**src/rtl/mmcm_reset_sequencer.sv**
```systemverilog
// ---------------------------------------------------------------------------
// mmcm_reset_sequencer
//
// Purpose:
//   Holds the downstream clock domains in reset until the MMCM has reported a
//   stable lock. It then releases the per-domain resets one at a time, in
//   ascending bit order, with a fixed gap between releases. All resets are
//   re-asserted together on lock loss or on a software reset request. Lock
//   losses seen after release has started are counted for debug.
//
// Ports:
//   clk_i           in   1            generated clock, rising edge
//   rstn_i          in   1            asynchronous active-low reset
//   locked_i        in   1            MMCM LOCKED, asynchronous to clk_i
//   sw_rst_req_i    in   1            single-cycle software reset request
//   rst_n_o         out  NUM_DOMAINS  active-low domain resets, bit 0 first
//   all_released_o  out  1            high while every domain is released
//   state_o         out  3            FSM state encoding (debug)
//   lock_loss_cnt_o out  8            saturating lock-loss counter
//   lock_timeout_o  out  1            sticky lock-wait timeout flag
//
// Optional feature (macro RST_SEQ_LOCK_TIMEOUT_EN):
//   When defined, a 32-bit counter measures time spent in WAIT_LOCK and sets
//   lock_timeout_o once it reaches LOCK_TIMEOUT_CYCLES. The flag is status
//   only and clears only on rstn_i. When undefined, lock_timeout_o is 0.
// ---------------------------------------------------------------------------
module mmcm_reset_sequencer #(
    parameter int unsigned NUM_DOMAINS         = 3,
    parameter int unsigned SYNC_STAGES         = 2,
    parameter int unsigned LOCK_STABLE_CYCLES  = 1024,
    parameter int unsigned STAGE_GAP_CYCLES    = 16,
    parameter int unsigned LOCK_TIMEOUT_CYCLES = 65536
) (
    input  logic                   clk_i,
    input  logic                   rstn_i,
    input  logic                   locked_i,
    input  logic                   sw_rst_req_i,
    output logic [NUM_DOMAINS-1:0] rst_n_o,
    output logic                   all_released_o,
    output logic [2:0]             state_o,
    output logic [7:0]             lock_loss_cnt_o,
    output logic                   lock_timeout_o
);

    typedef enum logic [2:0] {
        ST_WAIT_LOCK = 3'd0,
        ST_STABLE    = 3'd1,
        ST_RELEASE   = 3'd2,
        ST_RUN       = 3'd3,
        ST_HOLD      = 3'd4
    } state_t;

    localparam logic [NUM_DOMAINS-1:0] LP_ALL_ONES = '1;
    localparam logic [NUM_DOMAINS-1:0] LP_FIRST    = NUM_DOMAINS'(1);
    localparam logic [31:0]            LP_STABLE   = 32'(LOCK_STABLE_CYCLES);
    localparam logic [31:0]            LP_GAP_LAST = 32'(STAGE_GAP_CYCLES - 1);

    if (NUM_DOMAINS < 1 || NUM_DOMAINS > 8 || SYNC_STAGES < 2 || SYNC_STAGES > 4 ||
        LOCK_STABLE_CYCLES < 1 || STAGE_GAP_CYCLES < 1 || LOCK_TIMEOUT_CYCLES < 1) begin : g_bad_params
        $error("mmcm_reset_sequencer: parameter out of legal range");
    end

    state_t                 r_state;
    state_t                 w_state_next;
    logic [SYNC_STAGES-1:0] r_sync;
    logic                   w_locked_s;
    logic [31:0]            r_stable_cnt;
    logic [31:0]            w_stable_cnt_next;
    logic [31:0]            r_gap_cnt;
    logic [31:0]            w_gap_cnt_next;
    logic [NUM_DOMAINS-1:0] r_rst_n;
    logic [NUM_DOMAINS-1:0] w_rst_n_next;
    logic [NUM_DOMAINS-1:0] w_rst_n_shift;
    logic                   r_all_rel;
    logic                   w_all_rel_next;
    logic [7:0]             r_loss_cnt;
    logic [7:0]             w_loss_cnt_next;

    // Plain shift-register synchronizer; only its last stage is used.
    always_ff @(posedge clk_i or negedge rstn_i) begin
        if (!rstn_i) begin
            r_sync <= '0;
        end else begin
            r_sync <= {r_sync[SYNC_STAGES-2:0], locked_i};
        end
    end

    assign w_locked_s = r_sync[SYNC_STAGES-1];

    // Releases fill from bit 0 upward, so the next pattern is a shift-in of 1.
    assign w_rst_n_shift = (r_rst_n << 1) | LP_FIRST;

    always_ff @(posedge clk_i or negedge rstn_i) begin
        if (!rstn_i) begin
            r_state      <= ST_WAIT_LOCK;
            r_stable_cnt <= '0;
            r_gap_cnt    <= '0;
            r_rst_n      <= '0;
            r_all_rel    <= 1'b0;
            r_loss_cnt   <= '0;
        end else begin
            r_state      <= w_state_next;
            r_stable_cnt <= w_stable_cnt_next;
            r_gap_cnt    <= w_gap_cnt_next;
            r_rst_n      <= w_rst_n_next;
            r_all_rel    <= w_all_rel_next;
            r_loss_cnt   <= w_loss_cnt_next;
        end
    end

    // Lock loss is tested before the software request so it wins when both
    // happen together. The gap counter also times the HOLD state.
    always_comb begin
        w_state_next      = r_state;
        w_stable_cnt_next = r_stable_cnt;
        w_gap_cnt_next    = r_gap_cnt;
        w_rst_n_next      = r_rst_n;
        w_all_rel_next    = r_all_rel;
        w_loss_cnt_next   = r_loss_cnt;

        case (r_state)
            ST_WAIT_LOCK: begin
                w_rst_n_next      = '0;
                w_all_rel_next    = 1'b0;
                w_stable_cnt_next = '0;
                w_gap_cnt_next    = '0;
                if (w_locked_s) begin
                    w_state_next      = ST_STABLE;
                    w_stable_cnt_next = 32'd1;
                end
            end

            ST_STABLE: begin
                if (!w_locked_s) begin
                    w_state_next      = ST_WAIT_LOCK;
                    w_stable_cnt_next = '0;
                end else if (r_stable_cnt == LP_STABLE) begin
                    w_stable_cnt_next = '0;
                    w_gap_cnt_next    = '0;
                    if (NUM_DOMAINS == 1) begin
                        w_state_next   = ST_RUN;
                        w_rst_n_next   = LP_ALL_ONES;
                        w_all_rel_next = 1'b1;
                    end else begin
                        w_state_next = ST_RELEASE;
                        w_rst_n_next = LP_FIRST;
                    end
                end else begin
                    w_stable_cnt_next = r_stable_cnt + 32'd1;
                end
            end

            ST_RELEASE, ST_RUN: begin
                if (!w_locked_s) begin
                    w_state_next   = ST_WAIT_LOCK;
                    w_rst_n_next   = '0;
                    w_all_rel_next = 1'b0;
                    w_gap_cnt_next = '0;
                    if (r_loss_cnt != 8'hFF) begin
                        w_loss_cnt_next = r_loss_cnt + 8'd1;
                    end
                end else if (sw_rst_req_i) begin
                    w_state_next   = ST_HOLD;
                    w_rst_n_next   = '0;
                    w_all_rel_next = 1'b0;
                    w_gap_cnt_next = '0;
                end else if (r_state == ST_RELEASE) begin
                    if (r_gap_cnt == LP_GAP_LAST) begin
                        w_gap_cnt_next = '0;
                        w_rst_n_next   = w_rst_n_shift;
                        if (w_rst_n_shift == LP_ALL_ONES) begin
                            w_state_next   = ST_RUN;
                            w_all_rel_next = 1'b1;
                        end
                    end else begin
                        w_gap_cnt_next = r_gap_cnt + 32'd1;
                    end
                end
            end

            ST_HOLD: begin
                if (!w_locked_s) begin
                    w_state_next   = ST_WAIT_LOCK;
                    w_gap_cnt_next = '0;
                end else if (r_gap_cnt == LP_GAP_LAST) begin
                    w_state_next      = ST_STABLE;
                    w_stable_cnt_next = 32'd1;
                    w_gap_cnt_next    = '0;
                end else begin
                    w_gap_cnt_next = r_gap_cnt + 32'd1;
                end
            end

            default: begin
                w_state_next      = ST_WAIT_LOCK;
                w_rst_n_next      = '0;
                w_all_rel_next    = 1'b0;
                w_stable_cnt_next = '0;
                w_gap_cnt_next    = '0;
            end
        endcase
    end

`ifdef RST_SEQ_LOCK_TIMEOUT_EN
    logic [31:0] r_timeout_cnt;
    logic        r_timeout_flag;

    // Counts only while staying in WAIT_LOCK; saturates at the limit so the
    // flag cannot be re-triggered by a wrap.
    always_ff @(posedge clk_i or negedge rstn_i) begin
        if (!rstn_i) begin
            r_timeout_cnt  <= '0;
            r_timeout_flag <= 1'b0;
        end else if (r_state == ST_WAIT_LOCK && w_state_next == ST_WAIT_LOCK) begin
            if (r_timeout_cnt != 32'(LOCK_TIMEOUT_CYCLES)) begin
                r_timeout_cnt <= r_timeout_cnt + 32'd1;
            end
            if (r_timeout_cnt == 32'(LOCK_TIMEOUT_CYCLES - 1)) begin
                r_timeout_flag <= 1'b1;
            end
        end else begin
            r_timeout_cnt <= '0;
        end
    end

    assign lock_timeout_o = r_timeout_flag;
`else
    assign lock_timeout_o = 1'b0;
`endif

    assign rst_n_o         = r_rst_n;
    assign all_released_o  = r_all_rel;
    assign state_o         = r_state;
    assign lock_loss_cnt_o = r_loss_cnt;

endmodule

```
**config.mk**
```make
export PLATFORM = sky130hd
export DESIGN_NAME = mmcm_reset_sequencer
export DESIGN_NICKNAME = d
export VERILOG_FILES = /design/src/rtl/mmcm_reset_sequencer.sv
export SDC_FILE = /design/constraint.sdc
export NUM_CORES = 1
export LEC_CHECK = 0
export BUFFER_PORTS_ARGS = -buffer_cell sky130_fd_sc_hd__buf_2
export CAP_MARGIN = 25
export CORE_AREA = 2 2 95 97
export DETAILED_ROUTE_END_ITERATION = 8
export DIE_AREA = 0 0 97 99
export PLACE_DENSITY = 0.85
export SKIP_LAST_GASP = 1
export SLEW_MARGIN = 15
export SYNTH_ARGS = -nofsm -noshare
export SYNTH_HDL_FRONTEND = slang
export SYNTH_SLANG_ARGS = --single-unit
```
**constraint.sdc**
```tcl
create_clock -name clk_i -period 1.8 [get_ports clk_i]
set_input_delay 0.18 -clock clk_i [delete_from_list [all_inputs] [get_ports clk_i]]
set_output_delay 0.18 -clock clk_i [all_outputs]
set_load 0.1 [all_outputs]
```
---- Word level (Yosys, flattened, before mapping) ----
Cells that the tools add are included.
word-level totals
  flip-flop bits (word level) ............. 81
  input bits .............................. 4
operators by class
  add/sub/neg operators ................... 3
  eq/ne operators ......................... 18
  multiplexer cells ....................... 38
  bitwise gates (word level) .............. 4
  reductions and logical operators ........ 9
operator list
  cell                     count
  $mux W32                 11
  $pmux W32 S4             1
  $pmux W32 S3             1
  $add A32 B1 Y32 const B  2
  $mux W3                  16
  $eq A32 B11 Y1 const B   1
  $eq A32 B4 Y1 const B    1
  $ne A4 B4 Y1 const B     3
  $pmux W3 S4              1
  $ne A2 B2 Y1 const B     5
  $pmux W3 S3              1
  $reduce_and A3 Y1        3
  $add A8 B1 Y8 const B    1
  $ne A8 B8 Y1 const B     1
  $eq A3 B2 Y1 const B     2
  $mux W1                  6
  $ne A3 B3 Y1 const B     2
  $reduce_and A6 Y1        1
  $reduce_and A5 Y1        1
  $not A1 Y1               4
  $reduce_and A4 Y1        1
  $reduce_or A2 Y1         2
  $eq A3 B1 Y1 const B     1
  $eq A3 B3 Y1 const B     1
  3 further kinds          3

---- Longest topological paths before layout ----
  depth in word-level cells ............... 7
  mapped depth ............................ 10
  gate-level depth less buffers ........... 8

---- Worst setup path before layout ----
OpenSTA, ideal clock, no wires.
  kind .................................... reg2reg
  start point ............................. register r_state[2] (netlist: state_o[2])
  end point ............................... register r_gap_cnt[27]
  data arrival time ....................... 2.326 ns
  data required time ...................... 1.696 ns
  slack ................................... -0.629 ns
  stages on the path, launching flop included .. 8
  path buffers ............................ 2
  period minus slack after synthesis ...... 2.429 ns
  path through ............................ dfrtp_1 buf_2 nor3b_1 o21a_1 o31ai_4 nand2b_4 buf_6 o41ai_2
on the way
  longest elaborated chain between the ends .. 4
  elaborated cells on any way between the ends .. 10
  those cells by class .................... eq/ne (7); mux (1); reduce/logical (2)
ends and longest elaborated chain
  item                                line      text
  start: declaration                  63        state_t r_state;
  start signal: assignment            102       r_state <= w_state_next;
  $eq A3 B2 Y1 (on tied branches)     121, 167
  $reduce_or A2 Y1                    121       case (r_state)
  $ne A4 B4 Y1 (no source line)       n/a
  $reduce_and A3 Y1 (no source line)  n/a
  end signal: assignment              104       r_gap_cnt <= w_gap_cnt_next;
  end: declaration                    69        logic [31:0] r_gap_cnt;
Parallel ways exist; a longest one is shown, timed or not.
A chain may end at the register's enable or synchronous reset.

---- Worst setup path after layout ----
  start point ............................. register r_stable_cnt[0]
  end point ............................... register r_gap_cnt[2]
on the way
  longest elaborated chain between the ends .. 3
ends and longest elaborated chain
  item                                line  text
  start: declaration                  67    logic [31:0] r_stable_cnt;
  start signal: assignment            103   r_stable_cnt <= w_stable_cnt_next;
  $eq A32 B11 Y1                      137   end else if (r_stable_cnt == LP_STABLE) begin
  $ne A2 B2 Y1 (no source line)       n/a
  $reduce_and A3 Y1 (no source line)  n/a
Every way passes these cells.

==> results.md <==
- Status: finished, violations left
- Violated checks: negative setup slack
- CTS buffer count: 9
- Latest clock arrival within the worst-skew pair: around 0.38 ns
- Clock tree buffer depth: 2
- Final setup vio count: 71
- Worst VDD drop: about 470 uV
- Via density: around 7.1
- Routed Antenna Nets: 0
- Die Area: 9603 um^2
- Most frequent cells in the layout: buf_4, dfrtp_1, o21ai_1
- DP HPWL: 8660 um
- Slew Viols, Final: 0
- Leakage power: around 0.0030 uW
- Setup TNS: -48.07 ns
- Reg2Reg Capture Point: r_gap_cnt[2]
- Placed cell area: 5595 um^2
- CTS root buf: clkbuf_8
- Met1 usage: 0.3886
- RePlAce Congestion: about 0.88
- Ys async rst share: 1.000
- Seq/Total Area, Yosys: 0.4357
- Crit Path Class: reg2reg
- Initial Util: 0.5440
- Worst hold path class: in2async
- Register-to-register setup slack: -0.96 ns
- Cell Area, Synth: 4652 um^2
- FILL cells: approximately 420
- Core area: about 8600 um^2
- Reg2reg start: r_stable_cnt[0]
- Unrepaired setup endpoints after global routing: true
- M3 GR Usage: 0.07163
- Final Skew: 0.02506 ns
- Setup crit end kind: flop
- Initial antenna violation count: 0
- Mapped Nets: ~530
- Vias in the first global route: 5250
- Max FO, Critical Path: 18
- First-pass GRT wire length: ~26000 um
- First drt pass iteration count: 6
- Synthesized instance count: 526
- Yosys warns: 0
- Via count: around 5500
- Max-cap violations: 0
- # diodes: 0
- Fin area: between 6000 and 7000 um^2
- H-tree Lvls: 3
- Primary FF master, synth: dfrtp_1
- Commonest non-fill, non-tap cell in the layout: buf_4
- DR iter-0 viols: around 660
- # port buffers: 18
- Reg area: 2058 um^2
- CP arrival: 2.97 ns
- FF-to-FF path depth: 10
- Die Span X: 97 um
- Tcrit/Tclk final: 1.531
- Crit path required time: 2.01 ns
- GRT Total Usage: 0.3357
- Measured slew at the worst slew-check pin: 0.5774 ns
- Crit path time final: 2.757 ns
- Post-synth cell types: 52
- Multi-input logic area: about 3000 um^2
- Relative slew slack: 0.6121
- Site Rows: 34
- Routed len/inst: 26.32 um
- Die H: 99 um
- Syn avg cell area: 8.844 um^2
- CTS tree: done
- Overflow left after global routing: 0
- P per Cell Area: 777.1 nW/um^2
- Fraction of final layout cells sized beyond drive strength 1: 0.4391
- Io pins: 20
- Drt total wl: 20350 um
- Fin. Hold Viols: 0
- Clock-pin slew on the worst setup and hold paths: 0.11 ns
- GRT busiest layer: met2
- Post-synth EDFFs: 0
- Synth Register Bits: 81
- Largest net degree at the start of global routing: 38
- Setup WS post-layout: -0.9566 ns
- Fmax: 362.8 MHz
- Clock tree sinks: 81
- Layout Nets: 668
- DRC violations left: 0
- Met2 Resource Use GR: 0.5700
- CP Launch Type: flop
- Area grow syn2layout: 46.99%
## cells by family after synthesis
| family | share of synthesized area |
|---|---|
| and+or+nand+nor | 0.2391 |
| AOI/OAI and AO/OA | 0.2370 |
| xor gates and xnor gates | 0.01694 |
| other | 0.0008061 |
| buffers and inverters | 0.05729 |
| adders and majority gates | 0.01076 |
| DFF | 0.4357 |
| muxes | 0.002420 |
## cell type report
cell class,count,share of cell area
Clock buffer,10,0.01866
Multi-Input combinational cell,400,0.4393
Timing Repair Buffer,156,0.2024
Inverter,12,0.006587
Clock inverter,6,0.01226
Tap cell,108,0.01976
Sequential cell,81,0.3010
## registers in the layout, indices dropped and copies added (netlist names)
register         cells
all_released_o       1
lock_loss_cnt_o      8
state_o              3
r_gap_cnt           32
r_stable_cnt        32
rst_n_o              3
r_sync               2
## critical path: stages, from the launching register on
cell and delay, ns:
dfrtp_1 0.42, inv_2 0.08, ha_2 0.24, nor4b_4 0.45, nand4_1 0.25, nor2_2 0.20
buf_4 0.16, a31oi_4 0.13, buf_12 0.19, o21ai_0 0.27, o21ai_0 0.22
## synthesized netlist by cell type (5+ instances only)
master | instances | share of area
a21oi_1 | 29 | 0.031
a31oi_1 | 24 | 0.032
and3_1 | 21 | 0.028
buf_2 | 9 | 0.0097
buf_6 | 11 | 0.027
clkbuf_1 | 12 | 0.0097
dfrtp_1 | 81 | 0.44
inv_1 | 12 | 0.0097
nand2_1 | 35 | 0.028
nand2b_1 | 9 | 0.012
nand3_1 | 26 | 0.028
nand4_1 | 19 | 0.026
nor2_1 | 34 | 0.027
nor2b_1 | 10 | 0.013
nor3_1 | 7 | 0.0075
nor4_1 | 13 | 0.017
o21ai_0 | 48 | 0.052
o21ai_1 | 43 | 0.046
o31ai_1 | 23 | 0.037
xnor2_1 | 5 | 0.0094
## power breakdown
| part | total [uW] | switching (uW) | internal, uW | leakage [uW] |
|---|---|---|---|---|
| logic | 1860 | 1130 | 733 | 0.00183 |
| registers | 1920 | 47.5 | 1870 | 0.00110 |
| clock network | 1530 | 755 | 779 | 0.000110 |
## per-stage QoR
| step | utilization | hold WS [ns] | power, uW | setup WS [ns] | std cells |
|---|---|---|---|---|---|
| finish | 0.7997 | 0.3322 | 5313 | -0.9566 | 773 |
| floorplan | - | -0.1156 | 2691 | -0.06504 | 526 |
| global route | 0.7997 | 0.3497 | 5428 | -0.8979 | 773 |
| CTS | 0.7444 | 0.2640 | 4669 | -0.1948 | 762 |
| global placement | 0.6544 | 0.1764 | 2968 | -0.2566 | 725 |
| detailed placement | 0.6544 | 0.1800 | 3014 | -0.3101 | 725 |
## metal layers
layer  part of all wire  vias to the layer above
li1                   -                     2229
met3               0.11                      186
met5                  0                        -
met1               0.33                     2581
met4              0.089                        0
met2               0.47                      521
## worst max path at each step
stage,start,end,slack [ns],cells past startpoint
floorplan,state_o[0],r_gap_cnt[10],-0.07,7
global placement,r_stable_cnt[0],r_gap_cnt[21],-0.26,9
detailed placement,r_stable_cnt[0],r_gap_cnt[21],-0.31,10
CTS,r_stable_cnt[12],r_gap_cnt[2],-0.19,9
global route,r_stable_cnt[0],r_gap_cnt[2],-0.90,10
finish,r_stable_cnt[0],r_gap_cnt[2],-0.96,10
## timing repair
action                                  in CTS  in global routing
endpoints found under the hold margin       36                  0
gates cloned                                 6                  5
buffers inserted                            13                 10
gates resized for setup                     65                 82
pin swaps                                   19                 28
hold buffers                                 2                  0
endpoints found under the setup margin      68                 73
No activity file was read; power rests on OpenSTA's default activity.
